`src/rtl/instr_fetch_unit.sv`:
```
// Instruction fetch stage: fetch PC, credit-limited imem requests, in-order response queue, redirect flush.
// Optional misaligned-redirect trap enabled by defining IFU_MISALIGN_CHECK_EN.
module instr_fetch_unit #(
  parameter logic [31:0] RESET_PC    = 32'h0000_0000,
  parameter int          QUEUE_DEPTH = 2
) (
  input  logic        clk,
  input  logic        rst,
  output logic        imem_req_valid,
  input  logic        imem_req_ready,
  output logic [31:0] imem_req_addr,
  input  logic        imem_rsp_valid,
  input  logic [31:0] imem_rsp_data,
  input  logic        redirect_valid,
  input  logic [31:0] redirect_pc,
  output logic        instr_valid,
  input  logic        instr_ready,
  output logic [31:0] instr,
  output logic [31:0] instr_pc
`ifdef IFU_MISALIGN_CHECK_EN
  ,
  output logic        fetch_misaligned
`endif
);

  localparam int          PW      = (QUEUE_DEPTH > 1) ? $clog2(QUEUE_DEPTH) : 1;
  localparam int          CW      = $clog2(QUEUE_DEPTH + 1);
  localparam logic [CW:0] DEPTH_W = (CW+1)'(QUEUE_DEPTH);
  localparam logic [31:0] NOP     = 32'h0000_0013;

`ifdef IFU_MISALIGN_CHECK_EN
  typedef enum logic [1:0] {S_HOLD, S_FETCH, S_DRAIN, S_STALL} state_e;
`else
  typedef enum logic [1:0] {S_HOLD, S_FETCH, S_DRAIN} state_e;
`endif

  state_e          state_q, state_d;
  logic [31:0]     fetch_pc_q, fetch_pc_d;
  logic [CW-1:0]   out_cnt_q, out_cnt_d;
  logic [CW-1:0]   drop_cnt_q, drop_cnt_d;
  logic [CW-1:0]   q_cnt_q, q_cnt_d;
  logic [PW-1:0]   tag_rd_q, tag_wr_q, q_rd_q, q_wr_q;
  logic [31:0]     tag_mem_q [QUEUE_DEPTH];
  logic [31:0]     q_instr_q [QUEUE_DEPTH];
  logic [31:0]     q_pc_q    [QUEUE_DEPTH];
  logic            misalign_q, misalign_d;

  logic            credit_ok, req_fire, rsp_take, flush, pop, redir_misaligned;

  // Requests in flight plus queued entries may never exceed the queue size.
  assign credit_ok = ({1'b0, out_cnt_q} + {1'b0, q_cnt_q}) < DEPTH_W;
  assign req_fire  = imem_req_valid && imem_req_ready;
  assign imem_req_addr = {fetch_pc_q[31:2], 2'b00};

`ifdef IFU_MISALIGN_CHECK_EN
  assign redir_misaligned = redirect_valid && (redirect_pc[1:0] != 2'b00);
  assign fetch_misaligned = misalign_q;
`else
  logic unused_pc_lsbs;
  assign redir_misaligned = 1'b0;
  assign unused_pc_lsbs   = ^redirect_pc[1:0];
`endif

  assign instr_valid = (q_cnt_q != '0);
  assign instr       = instr_valid ? q_instr_q[q_rd_q] : NOP;
  assign instr_pc    = instr_valid ? q_pc_q[q_rd_q]    : 32'h0;
  assign pop         = instr_valid && instr_ready && !redirect_valid;

  always_comb begin
    state_d        = state_q;
    fetch_pc_d     = fetch_pc_q;
    drop_cnt_d     = drop_cnt_q;
    misalign_d     = misalign_q;
    imem_req_valid = 1'b0;
    rsp_take       = 1'b0;
    flush          = 1'b0;
    case (state_q)
      S_HOLD:  state_d = S_FETCH;
      S_FETCH: begin
        imem_req_valid = credit_ok && !redirect_valid;
        rsp_take       = imem_rsp_valid && !redirect_valid;
      end
      S_DRAIN: begin
        if (imem_rsp_valid) begin
          drop_cnt_d = drop_cnt_q - CW'(1);
          if (drop_cnt_q == CW'(1)) state_d = S_FETCH;
        end
      end
`ifdef IFU_MISALIGN_CHECK_EN
      S_STALL: begin
        if (imem_rsp_valid && drop_cnt_q != '0) drop_cnt_d = drop_cnt_q - CW'(1);
      end
`endif
      default: state_d = S_HOLD;
    endcase

    if (redirect_valid) begin
      fetch_pc_d = {redirect_pc[31:2], 2'b00};
      if (state_q != S_HOLD) begin
        flush = 1'b1;
        // Outstanding requests become stale; a response landing this cycle is one of them.
        drop_cnt_d = drop_cnt_q + out_cnt_q - CW'(imem_rsp_valid);
        state_d    = (drop_cnt_d != '0) ? S_DRAIN : S_FETCH;
      end
`ifdef IFU_MISALIGN_CHECK_EN
      misalign_d = redir_misaligned;
      if (redir_misaligned) state_d = S_STALL;
`endif
    end else if (req_fire) begin
      fetch_pc_d = fetch_pc_q + 32'd4;
    end
  end

  always_comb begin
    if (flush) begin
      out_cnt_d = '0;
      q_cnt_d   = '0;
    end else begin
      out_cnt_d = out_cnt_q + CW'(req_fire) - CW'(rsp_take);
      q_cnt_d   = q_cnt_q + CW'(rsp_take) - CW'(pop);
    end
  end

  always_ff @(posedge clk) begin
    if (rst) begin
      state_q    <= S_HOLD;
      fetch_pc_q <= {RESET_PC[31:2], 2'b00};
      out_cnt_q  <= '0;
      drop_cnt_q <= '0;
      q_cnt_q    <= '0;
      tag_rd_q   <= '0;
      tag_wr_q   <= '0;
      q_rd_q     <= '0;
      q_wr_q     <= '0;
      misalign_q <= 1'b0;
    end else begin
      state_q    <= state_d;
      fetch_pc_q <= fetch_pc_d;
      out_cnt_q  <= out_cnt_d;
      drop_cnt_q <= drop_cnt_d;
      q_cnt_q    <= q_cnt_d;
      misalign_q <= misalign_d;
      if (flush) begin
        tag_rd_q <= '0;
        tag_wr_q <= '0;
        q_rd_q   <= '0;
        q_wr_q   <= '0;
      end else begin
        if (req_fire) tag_wr_q <= tag_wr_q + PW'(1);
        if (rsp_take) begin
          tag_rd_q <= tag_rd_q + PW'(1);
          q_wr_q   <= q_wr_q + PW'(1);
        end
        if (pop) q_rd_q <= q_rd_q + PW'(1);
      end
    end
  end

  // Storage arrays need no reset; occupancy is tracked by the counters.
  always_ff @(posedge clk) begin
    if (req_fire) tag_mem_q[tag_wr_q] <= imem_req_addr;
    if (rsp_take) begin
      q_instr_q[q_wr_q] <= imem_rsp_data;
      q_pc_q[q_wr_q]    <= tag_mem_q[tag_rd_q];
    end
  end

  always_ff @(posedge clk) begin
    if (!rst) begin
      assert (!(rsp_take && ({1'b0, q_cnt_q} == DEPTH_W) && !pop));
      assert (!(imem_rsp_valid && out_cnt_q == '0 && drop_cnt_q == '0 && state_q != S_HOLD));
    end
  end

endmodule
```
`config.mk`:
```
export PLATFORM = sky130hd
export DESIGN_NAME = instr_fetch_unit
export DESIGN_NICKNAME = d
export VERILOG_FILES = /design/src/rtl/instr_fetch_unit.sv
export SDC_FILE = /design/constraint.sdc
export NUM_CORES = 1
export LEC_CHECK = 0
export ABC_AREA = 1
export CAP_MARGIN = 20
export CORE_MARGIN = 2
export CORE_UTILIZATION = 57
export DETAILED_ROUTE_END_ITERATION = 10
export PLACE_DENSITY = 0.94
export SLEW_MARGIN = 25
export SYNTH_ARGS = -nofsm -noshare
export SYNTH_HDL_FRONTEND = slang
export SYNTH_SLANG_ARGS = --single-unit
```
`constraint.sdc`:
```
create_clock -name clk -period 10.2 [get_ports clk]
set_input_delay 1.53 -clock clk [delete_from_list [all_inputs] [get_ports clk]]
set_output_delay 1.53 -clock clk [all_outputs]
set_load 0.03 [all_outputs]
```
==> impl_metrics.py, run 1 <==
metrics = {
    "run_status": {
        "outcome": "completed",
    },
    "critical_path": {
        "worstPathArrival_ns": 3.40,
        "worst_r2r_path_depth": 7,
        "ff2ff_setup_slack_ns": 7.51,
        "cp_max_fo": 63,
        "cp-start-kind": "flop",
        "timing.critical_path.required_ns": 8.67,
        "timing.critical_path.to": "instr[7]",
        "setup.worst_path.end_class": "output port",
        "crit-reg2reg-launch": "q_cnt_q[0]",
        "timing.setup.critical_path_class": "flop to output port",
        "reg2reg_to": "tag_mem_q[1][22]",
    },
    "pwr": {
        "power.static_leakage_nw": 4.41,
        "vdd_ir_drop_max_mv": 0.125,
        "power.total_mw": 2.03,
        "pwr_per_cell_area_mw_per_mm2": 165,
    },
    "sta": {
        "min_period_ns": 4.93,
        "timing.final.hold_violations": 0,
        "final_max_slew_viol_count": 0,
        "setup_violations": 0,
        "headroom_to_the_max_slew_limit_pct": 36.5,
        "final.period_utilization_pct": 48.4,
        "timing.fmax_ghz": 0.203,
        "skew_ns": 0.0105,
        "tightest_slew_ns": 0.951,
        "fin_setup_tns_ns": 0,
        "holdWs_ns": 0.506,
        "grt_setup_unrepaired": "no",
    },
    "drt": {
        "drt-total-wl_mm": 22.8,
        "detail_route.wl_per_cell_um": 17.6,
        "via_per_inst": 5.52,
        "detailroute.via_count": 7172,
        "antenna_left": 0,
        "firstDrtPassIters": 5,
        "number_of_drc_markers_after_the_initial_detailed_route_iteration": 491,
        "route.detailed.drc": 0,
    },
    "floorplan": {
        "die_w_um": 135,
        "die_area_mm2": 0.0183,
        "die_h_um": 135,
        "top_level_ports": 168,
        "core_area_mm2": 0.0167,
        "effective_utilization_at_floorplan_pct": 58.7,
        "rows": 47,
    },
    "worst_hold_path": {
        "worst_hold_path_type": "flop to flop",
    },
    "finish": {
        "seqCellArea_mm2": 0.00641,
        "multi_input_area_mm2": 0.00292,
        "drive_gt1_share_pct": 10.8,
        "post-route-cell-area_mm2": 0.0123,
        "layout.cells.most_common_list": "nand2_1 (245), edfxtp_1 (184), clkdlybuf4s50_1 (161)",
        "num-fill-cells": 1055,
        "stdcell_count": 1300,
        "nNetsFinal": 1143,
        "num_antenna_cells": 0,
        "most_frequent_standard_cell_in_the_layout_excluding_fill_and_tap_cells": "nand2_1",
        "area_delta_synth_final_pct": 25.3,
    },
    "clocking": {
        "clock-sinks": 228,
        "cts_setup_buffers": 0,
        "cts_repair_resize_count": 0,
        "number_of_hold_buffers_added_after_cts": 0,
        "clock-root-buffer": "clkbuf_16",
        "clock_latency_of_the_later_clocked_register_in_the_worst_skew_pair_ns": 0.50,
        "depth_of_the_cts_h_tree": 1,
        "clk_transition_reported_paths_ns": 0.06,
        "clock_tree.buffer_depth": 3,
        "cts_tree": "done",
        "number_of_clock_buffers_inserted_by_tritoncts": 22,
    },
    "place": {
        "placed_inst_area_mm2": 0.0116,
        "routabilityCongestion": 0.914,
        "port_buffers": 161,
        "placed_cells": 1260,
        "place.detailed.hpwl_mm": 14.5,
    },
    "synthesis": {
        "synth_sequential_area_ratio_pct": 65.3,
        "primary_flip_flop_cell_chosen_by_synthesis_mapping": "edfxtp_1",
        "ys_ff_latch": 228,
        "synth_cell_types": 45,
        "synth_async_sr_flop_share_pct": 0,
        "synth_area_mm2": 0.00980,
        "synth.avg_cell_area_um2": 10.8,
        "syn_inst": 905,
        "synth_enable_flop_cells": 184,
        "yosys_warnings": 0,
    },
    "grt": {
        "antenna_found_initial": 0,
        "grt_use_total_pct": 24.6,
        "first_global_vias": 7057,
        "grt_pass1_wl_mm": 35.3,
        "global_route.overflow_total": 0,
        "largest_net_degree_at_the_start_of_global_routing": 64,
    },
    "job": {
        "max_cap_violations": 0,
    },
}
==> metal layers <==
metal / wire length, um / vias to the layer above / track usage (%)
met5: 0 / - / 0
met4: 486 / 0 / 7.29
met3: 1890 / 39 / 4.34
li1: - / 3374 / -
met1: 8950 / 3421 / 31.2
met2: 11500 / 338 / 43.6
==> kinds of logic after synthesis <==
family	synth area share (%)
xor gates and xnor gates	0.804
other	0.0383
AOI/OAI and AO/OA	7.42
and+or+nand+nor	16.5
buffers and inverters	5.23
muxes	3.45
DFF	65.3
adders and majority gates	1.23
==> registers in the layout (all words and copies together) (netlist names), named ones only <==
register and count:
q_rd_q 1, out_cnt_q 2, tag_mem_q 60, q_cnt_q 2, fetch_pc_q 30, tag_rd_q 1
drop_cnt_q 2, tag_wr_q 1, state_q 2, q_wr_q 1, q_pc_q 60, q_instr_q 64
==> layout make-up <==
cell class,instances,area share (%)
clock buffers,33,5.07
multi-input cells,559,23.8
clock inverters,7,0.489
well taps,220,2.24
repair buffers,170,13.7
inverters,83,2.56
flip-flops and latches,228,52.2
==> worst max-delay path, cell delays in order (launching register included) <==
cell             delay (ns)
dfxtp_2                0.32
buf_4                  0.54
clkinv_2               0.91
nand2_1                0.32
a21oi_1                0.12
clkdlybuf4s50_1        0.63
==> worst min path at each step <==
stage / from / endpoint / slack [ns] / cells past startpoint
floorplan: q_rd_q / flop / 0.46 / 2
global placement: q_rd_q / flop / 0.46 / 2
detailed placement: q_rd_q / q_rd_q / 0.50 / 2
CTS: tag_rd_q / tag_rd_q / 0.51 / 1
global route: tag_rd_q / tag_rd_q / 0.55 / 1
finish: tag_rd_q / tag_rd_q / 0.51 / 1
==> Yosys cell counts (4+ instances only) <==
cell	count	area, um^2
nand2_1	245	920
edfxtp_1	184	5530
a21oi_1	94	470
inv_1	67	251
dfxtp_1	44	881
nor2_1	44	165
nand3_1	42	210
mux2_2	30	338
clkbuf_1	26	97.6
o21ai_1	25	125
inv_2	12	45.0
ha_1	8	100
nor2_2	8	50.1
nor2_4	7	78.8
o21ai_0	7	35.0
buf_4	5	37.5
xor2_1	5	43.8
a22oi_1	4	30.0
nand2_4	4	45.0
xnor2_1	4	35.0
==> power breakdown <==
part           internal, mW  switching [mW]  total [mW]
sequential             1.03          0.0220        1.05
clock                 0.448           0.327       0.775
combinational        0.0821           0.119       0.201
total                  1.56           0.468        2.03
==> metrics by stage <==
step | setup WS (ns) | utilization, %
2_1_floorplan | 5.17 | -
3_3_place_gp | 5.55 | 69.4
3_5_place_dp | 5.52 | 69.4
4_1_cts | 5.40 | 73.5
5_1_grt | 5.08 | 73.5
6_report | 5.27 | 73.5
Note: power is estimated with default switching activity, not from simulation.
==> run 2, diff against run 1 <==
- CORE_UTILIZATION: 57 -> 48
- PLACE_DENSITY: 0.94 -> 0.85
- clock period: 10.2 -> 4.2 ns (I/O delays scaled with it)
==> impl_metrics.py, run 2 (synthesis gave the netlist of run 1 again) <==
metrics = {
    "run_status": {
        "outcome": "completed",
    },
    "finish": {
        "drive_gt1_share_pct": 11.4,
        "post-route-cell-area_mm2": 0.0124,
        "num_antenna_cells": 0,
        "area_delta_synth_final_pct": 26.4,
        "largest_reg_flops": 64,
        "nNetsFinal": 1145,
        "most_frequent_standard_cell_in_the_layout_excluding_fill_and_tap_cells": "nand2_1",
        "reg.largest.list": "q_instr_q x64, q_pc_q x60, tag_mem_q x60",
        "regMostFlops": "q_instr_q",
        "layout.cells.most_common_list": "nand2_1 (245), edfxtp_1 (184), clkdlybuf4s50_1 (161)",
        "num-fill-cells": 1545,
    },
    "clocking": {
        "cts_tree": "done",
        "cts_setup_buffers": 0,
        "cts_repair_resize_count": 0,
        "clock-root-buffer": "clkbuf_16",
        "clock-sinks": 228,
        "clock_tree.buffer_depth": 3,
        "number_of_clock_buffers_inserted_by_tritoncts": 23,
        "depth_of_the_cts_h_tree": 1,
        "clock_latency_of_the_later_clocked_register_in_the_worst_skew_pair_ns": 0.50,
        "clk_transition_reported_paths_ns": 0.06,
        "number_of_hold_buffers_added_after_cts": 0,
    },
    "grt": {
        "antenna_found_initial": 0,
        "largest_net_degree_at_the_start_of_global_routing": 63,
        "global_route.overflow_total": 0,
        "grt_use_total_pct": 19.5,
        "first_global_vias": 6947,
        "grt_pass1_wl_mm": 34.0,
    },
    "floorplan": {
        "die_area_mm2": 0.0216,
        "die_h_um": 147,
        "top_level_ports": 168,
        "die_w_um": 147,
        "core_area_mm2": 0.0202,
        "effective_utilization_at_floorplan_pct": 48.6,
        "rows": 52,
    },
    "drt": {
        "detailroute.via_count": 6988,
        "drt-total-wl_mm": 21.1,
        "route.detailed.drc": 0,
        "antenna_left": 0,
        "firstDrtPassIters": 5,
        "number_of_drc_markers_after_the_initial_detailed_route_iteration": 403,
        "detail_route.wl_per_cell_um": 15.6,
        "via_per_inst": 5.17,
    },
    "sta": {
        "grt_setup_unrepaired": "no",
        "tightest_slew_ns": 0.883,
        "final_max_slew_viol_count": 0,
        "min_period_ns": 3.24,
        "skew_ns": 0.00916,
        "final.period_utilization_pct": 77.1,
        "timing.final.hold_violations": 0,
        "timing.fmax_ghz": 0.309,
        "headroom_to_the_max_slew_limit_pct": 41.1,
        "fin_setup_tns_ns": 0,
        "setup_violations": 0,
    },
    "place": {
        "place.detailed.hpwl_mm": 13.7,
        "port_buffers": 161,
        "placed_inst_area_mm2": 0.0117,
        "routabilityCongestion": 0.908,
    },
    "critical_path": {
        "timing.critical_path.required_ns": 3.57,
        "setup.worst_path.end_class": "output port",
        "worstPathArrival_ns": 2.61,
        "cp-start-kind": "flop",
        "timing.setup.critical_path_class": "flop to output port",
        "cp_max_fo": 62,
    },
    "pwr": {
        "power.static_leakage_nw": 4.44,
        "pwr_per_cell_area_mw_per_mm2": 401,
        "vdd_ir_drop_max_mv": 0.300,
    },
    "job": {
        "max_cap_violations": 0,
    },
    "worst_hold_path": {
        "worst_hold_path_type": "flop to flop",
    },
}
run 2: cell count changes in the layout (fill, tap and decap cells not counted):
cell / previous run / this run
clkbuf_1: 9 / 5
clkinv_2: 5 / 8
buf_4: 9 / 10
bufinv_16: 1 / 2
clkbuf_8: 1 / 2
clkinv_1: 5 / 4
run 2: layer usage:
metal	up-vias	part of all wire, %	GRT usage (%)
met5	-	0	0
met4	0	3.1	7.02
met3	52	8.3	4.07
met2	307	47	33.0
met1	3243	41	25.0
li1	3386	-	-
run 2: path summary, 6_finish.rpt:
check	slack [ns]	from	end	depth (start not counted)
worst max-delay path	0.96	flop	instr_pc[7]	4
worst max register to register	1.62	q_cnt_q[0]	tag_mem_q[1][20]	7
worst min register to register	0.49	q_rd_q	flop	2
worst min-delay path	0.49	q_rd_q	flop	2
run 2: worst max-delay path: stages (launching register included):
cell and delay [ns]:
dfxtp_2 0.34, clkinv_2 0.67, nand2_1 0.30, a21oi_1 0.15, clkdlybuf4s50_1 0.64
run 2: where the power goes:
part	internal, mW	switching (mW)
Clock	1.16	0.784
Combinational	0.199	0.283
Sequential	2.50	0.0507
run 2: cell type report:
cell class | count | area [um^2] | area share [%]
timing repair buffer | 171 | 1690 | 13.6
clock buffer | 30 | 622 | 5.02
inverter | 83 | 314 | 2.53
sequential | 228 | 6410 | 51.7
clock inverter | 10 | 101 | 0.818
multi-input combinational | 559 | 2920 | 23.6
tap | 270 | 338 | 2.73
run 2: per-stage QoR:
stage	hold WS (ns)	utilization, %	instances	power, mW	setup slack, ns
2_1_floorplan	0.462	-	908	2.86	0.0700
3_3_place_gp	0.466	57.8	1311	3.05	1.35
3_5_place_dp	0.480	57.8	1311	3.07	1.27
4_1_cts	0.488	61.4	1351	5.02	0.805
5_1_grt	0.519	61.4	1351	5.14	0.812
6_report	0.490	61.4	1351	4.97	0.963
